[config.mk]
export PLATFORM = sky130hd
export DESIGN_NAME = button_select_ctl
export DESIGN_NICKNAME = d
export VERILOG_FILES = /design/src/rtl/button_select_ctl_pkg.sv /design/src/rtl/button_select_ctl_lockout_timer.sv /design/src/rtl/button_select_ctl.sv
export SDC_FILE = /design/constraint.sdc
export NUM_CORES = 1
export LEC_CHECK = 0
export BUFFER_PORTS_ARGS = -buffer_cell sky130_fd_sc_hd__buf_2
export CAP_MARGIN = 30
export CORE_ASPECT_RATIO = 0.7
export CORE_UTILIZATION = 25
export CTS_CLUSTER_SIZE = 14
export DETAILED_ROUTE_END_ITERATION = 10
export REMOVE_ABC_BUFFERS = 1
export SLEW_MARGIN = 25
export SYNTH_ARGS = -nofsm -noshare
export SYNTH_HDL_FRONTEND = slang
export SYNTH_SLANG_ARGS = --single-unit
[constraint.sdc]
create_clock -name clk -period 2.16 [get_ports clk]
set_input_delay 0.216 -clock clk [delete_from_list [all_inputs] [get_ports clk]]
set_output_delay 0.216 -clock clk [all_outputs]
set_load 0.01 [all_outputs]
[src/rtl/button_select_ctl_pkg.sv]
// Shared state encoding, default hold-off length and index-width helper
// for the menu button-group selection controller.
package button_select_ctl_pkg;

  typedef enum logic [2:0] {
    ST_IDLE     = 3'd0,
    ST_WAIT_REL = 3'd1,
    ST_ARMED    = 3'd2,
    ST_REPORT   = 3'd3,
    ST_LOCKOUT  = 3'd4
  } state_e;

  localparam int unsigned LOCK_CYCLES_DEFAULT = 1_000_000;

  // Width of a button index; never narrower than one bit.
  function automatic int unsigned idx_width(input int unsigned n);
    return (n > 1) ? $clog2(n) : 1;
  endfunction

endpackage

[src/rtl/button_select_ctl_lockout_timer.sv]
// Post-selection hold-off counter: loads LOCK_CYCLES-1, counts down and
// saturates at zero. done_o is high whenever the count is zero.
module lockout_timer
  import button_select_ctl_pkg::*;
#(
  parameter int unsigned LOCK_CYCLES = LOCK_CYCLES_DEFAULT
) (
  input  logic clk,
  input  logic rst,
  input  logic clear_i,
  input  logic load_i,
  output logic done_o
);

  localparam int unsigned CNT_W = $clog2(LOCK_CYCLES + 1);

  logic [CNT_W-1:0] cnt_q;

  // NOTE: sequential state is written only with non-blocking assignments so
  // every register samples the pre-edge value of every other register.
  always_ff @(posedge clk or negedge rst) begin
    if (!rst) begin
      cnt_q <= '0;
    end else if (clear_i) begin
      cnt_q <= '0;
    end else if (load_i) begin
      cnt_q <= CNT_W'(LOCK_CYCLES - 1);
    end else if (cnt_q != '0) begin
      cnt_q <= cnt_q - CNT_W'(1);
    end
  end

  assign done_o = (cnt_q == '0);

endmodule

[src/rtl/button_select_ctl.sv]
// Arbitrates press flags from a group of on-screen buttons, hands one
// selection at a time to the game FSM and locks out presses afterwards.
module button_select_ctl
  import button_select_ctl_pkg::*;
#(
  parameter  int unsigned N_BUTTONS   = 4,
  parameter  int unsigned LOCK_CYCLES = LOCK_CYCLES_DEFAULT,
  localparam int unsigned IDX_W       = idx_width(N_BUTTONS)
) (
  input  logic                 clk,
  input  logic                 rst,
  input  logic                 menu_active,
  input  logic [N_BUTTONS-1:0] button_mask,
  input  logic                 mouse_left,
  input  logic [N_BUTTONS-1:0] button_pressed,
  output logic [N_BUTTONS-1:0] button_enable,
  output logic                 sel_valid,
  output logic [IDX_W-1:0]     sel_idx,
  input  logic                 sel_ready,
  output logic                 busy
);

  // NOTE: the function's local variable is assigned with blocking '=' because
  // it is combinational scratch; it never becomes a register.
  function automatic logic [IDX_W-1:0] lowest_set(input logic [N_BUTTONS-1:0] v);
    logic [IDX_W-1:0] idx;
    idx = '0;
    for (int i = N_BUTTONS - 1; i >= 0; i--) begin
      if (v[i]) idx = IDX_W'(i);
    end
    return idx;
  endfunction

  state_e                 state_q;
  logic                   sel_valid_q;
  logic [IDX_W-1:0]       sel_idx_q;
  logic                   busy_q;
  logic [N_BUTTONS-1:0]   button_enable_q;

  logic [N_BUTTONS-1:0]   pressed_masked;
  logic                   xfer;
  logic                   timer_load;
  logic                   timer_clear;
  logic                   timer_done;

  assign pressed_masked = button_pressed & button_mask;
  assign xfer           = (state_q == ST_REPORT) && sel_valid_q && sel_ready;
  assign timer_load     = menu_active && xfer;
  assign timer_clear    = !menu_active;

  lockout_timer #(
    .LOCK_CYCLES (LOCK_CYCLES)
  ) u_lockout_timer (
    .clk     (clk),
    .rst     (rst),
    .clear_i (timer_clear),
    .load_i  (timer_load),
    .done_o  (timer_done)
  );

  always_ff @(posedge clk or negedge rst) begin
    if (!rst) begin
      state_q         <= ST_IDLE;
      sel_valid_q     <= 1'b0;
      sel_idx_q       <= '0;
      busy_q          <= 1'b0;
      button_enable_q <= '0;
    end else if (!menu_active) begin
      state_q         <= ST_IDLE;
      sel_valid_q     <= 1'b0;
      busy_q          <= 1'b0;
      button_enable_q <= '0;
    end else begin
      // With menu_active high the next state is never IDLE, so the enables
      // simply track the mask one cycle later.
      button_enable_q <= button_mask;
      case (state_q)
        ST_IDLE: state_q <= ST_WAIT_REL;
        ST_WAIT_REL: begin
          if (!mouse_left) state_q <= ST_ARMED;
        end
        ST_ARMED: begin
          if (pressed_masked != '0) begin
            sel_idx_q   <= lowest_set(pressed_masked);
            sel_valid_q <= 1'b1;
            busy_q      <= 1'b1;
            state_q     <= ST_REPORT;
          end
        end
        ST_REPORT: begin
          if (xfer) begin
            sel_valid_q <= 1'b0;
            state_q     <= ST_LOCKOUT;
          end
        end
        ST_LOCKOUT: begin
          if (timer_done && !mouse_left) begin
            busy_q  <= 1'b0;
            state_q <= ST_ARMED;
          end
        end
        default: begin
          sel_valid_q <= 1'b0;
          busy_q      <= 1'b0;
          state_q     <= ST_IDLE;
        end
      endcase
    end
  end

  assign button_enable = button_enable_q;
  assign sel_valid     = sel_valid_q;
  assign sel_idx       = sel_idx_q;
  assign busy          = busy_q;

endmodule

==> run metrics <==
outcome finished, violations left; failing checks negative hold slack; Antenna Cells 0; Core Footprint roughly 6400 um2; CTS tree done; Placed Instance Area around 1900 um2; clk_lat worst skew 290 ps; Min Clock Period, post-route 1990 ps; final setup vio count 0; hold crit path type in -> async; clock root buffer clkbuf_8; DRT iter0 DRCs 88; fin util 32.1%; Seq/Total Area, Yosys 46.2%; global-route wire length before repair about 6500 um; GR Util All Layers about an eighth; Static Leak 0.897 nW; # IOs 21; Total Wirelength between 3000 and 4000 um; clock-pin slew on the worst setup and hold paths 70 ps; fmax around 0.5 GHz; post-CTS setup buffer count 0; DRC violations left 0; Slew Limit Headroom 52.3%; Final Instance Area between 2000 and 2500 um2; post_cts resized 0; initial core utilization approximately a quarter; Fin. Hold Viols 31; vias 1453; Synth async-reset ratio 100%; Worst-Margin Slew ~720 ps; Max clock buf depth 2; Crit Path Max Fanout 8; max-cap violations 0; Sink Count 31; synthesized flop and latch total 31; Setup TNS 0 ps; Req. time, crit path ~2400 ps; largest net degree at the start of global routing 32; Finished Layout Cells 298; Port Buffers 20; Final Skew 7.90 ps; number of flops mapped to enable cells by yosys 0; Data arrival, critical path 2200 ps; CTS Buf Count 5; Syn Area/Cell 9.59 um2; global route overflow 0; Detail Route Antenna Nets 0; Avg Vias per Cell 4.88; CP peak stage delay 520 ps; main combinational cell family by area after synthesis simple AND/OR/NAND/NOR gates; post-synthesis xor/xnor area fraction 2.61%; share of layout cells above drive strength 1 around a quarter; dpl cells 291; vias in the first global route between 1000 and 1500; CP endpoint kind register; Worst Path Class, Setup reg -> reg; layout net count 222; per-cell routed wire length 13.1 um; RSZ-0062 raised after global routing false; RD Place Congestion about 0.76; power density over cell area approximately 1500 nW/um2; Die Ht just over 70 um; Synth Area in Compound Gates 16.1%; H-Tree Depth 2; cts hold-fix bufs 0; Site Rows 24; CP cell instances inv_1 > ha_1 > nor3b_1 > nand3_2 > or4_1 > a21oi_1; Main synth FF type dfrtp_1; cell count after synthesis ~180; Max rail drop VDD 0.500 mV; Final Cycle Share 92.1%; drt pass-1 iters 4; Fin Hold WS -22.8 ps; Die X 100 um; HPWL after DPL 2850 um; Cell Area, Synth roughly 1700 um2; mux contribution to synthesized area 2.46%; fin. max-slew vios 0; startpoint type of the worst setup path register; post-synthesis adder-cell area fraction about 1.5%; Synthesis Warnings 0; Post-Synth Simple-Gate Area 29.3%; area grow syn2layout 21.7%; number of distinct library cells after synthesis 46; Slowest-stage cell, CP or4_1; antenna violations before repair 0; total die area between 7000 and 8000 um2
## layout by cell type, fill, tap and decap left out, drive strengths merged, types with 2 or more instances in the layout
master,netlist,final
ha,2,2
buf,1,29
nand2,19,19
a21oi,21,21
nor4b,2,2
a31oi,2,2
clkbuf,3,6
o21ai,9,9
or3,7,7
nand3,7,7
and2,4,4
o31ai,2,2
nand3b,2,2
inv,4,4
nand2b,3,3
nor4,3,3
xnor2,4,4
nor3,7,7
mux2i,3,3
or4,3,3
nor3b,4,4
or3b,3,3
a211oi,2,2
nor2,12,12
dfrtp,31,31
## final timing paths
| kind | startpoint | to | slack (ps) | cells past startpoint |
|---|---|---|---|---|
| max in group asynchronous | rst | u_lockout_timer.cnt_q[7] | 1720 | 1 |
| min in group clk | button_mask[2] | button_enable[2] | 170 | 2 |
| worst min register to register | sel_idx[0] | sel_idx[0] | 500 | 1 |
| worst min-delay path | rst | sel_idx[1] | -20 | 1 |
| worst max register to register | u_lockout_timer.cnt_q[0] | u_lockout_timer.cnt_q[10] | 170 | 6 |
| worst max-delay path | u_lockout_timer.cnt_q[0] | u_lockout_timer.cnt_q[10] | 170 | 6 |
## power by group
part | switching [mW] | internal [mW]
sequential | 0.199 | 0.754
clock | 0.216 | 0.250
combinational | 0.836 | 0.712
## layer usage
metal	share of wire, %	up-vias	GRT usage [%]
li1	-	703	-
met5	0	-	0
met2	38	31	15.8
met3	4.4	8	3.66
met1	56	711	17.8
met4	1.7	0	5.39
## critical path: cells and delay by family (launching register included)
| family | cells | cell delay, ps |
|---|---|---|
| adder cells (fa/ha/maj) | 1 | 210 |
| AO/OA/AOI/OAI | 1 | 130 |
| AND/OR/NAND/NOR | 3 | 1050 |
| flip-flops | 1 | 430 |
| buffers and inverters | 1 | 100 |
## kinds of logic after synthesis
kind of cell	after synthesis
AO/OA/AOI/OAI	45
XOR/XNOR	5
adder cells (fa/ha/maj)	2
buffers and inverters	8
flip-flops	31
multiplexers	4
AND/OR/NAND/NOR	80
## registers in the layout, indices dropped and copies added, names as in the netlist
name	count
u_lockout_timer.cnt_q	20
busy	1
button_enable	4
sel_idx	2
sel_valid	1
state_q	3
## per-stage QoR
stage          setup slack [ps]  power [mW]
3_5_place_dp                149        2.46
5_1_grt                    13.7        3.21
3_3_place_gp                193        2.45
6_report                    170        2.97
2_1_floorplan               373        2.01
4_1_cts                     127        2.94
## Yosys cell counts, types with 3 or more instances
cell | count | area share, %
nor3b_1 | 3 | 1.3
nand3_1 | 5 | 1.5
a21oi_1 | 21 | 6.3
o21ai_1 | 3 | 0.89
or3b_1 | 3 | 1.6
nor4_2 | 3 | 2.2
dfrtp_1 | 31 | 46
mux2i_1 | 3 | 1.8
and2_1 | 4 | 1.5
clkbuf_1 | 3 | 0.67
nor2_1 | 12 | 2.7
nand2b_1 | 3 | 1.1
or3_1 | 7 | 2.6
nand2_1 | 19 | 4.2
xnor2_1 | 4 | 2.1
inv_1 | 4 | 0.89
o21ai_0 | 6 | 1.8
nor3_1 | 4 | 1.2
## area by class of cell
cell class | count | area, um2
Timing Repair Buffer | 29 | 168
Clock inverter | 1 | 5.00
Clock buffer | 6 | 82.6
Multi-Input combinational cell | 136 | 883
Fill cell | 678 | 4320
Sequential cell | 31 | 776
Inverter | 4 | 15.0
Tap cell | 91 | 114
Power figures use the tool's default switching activity.
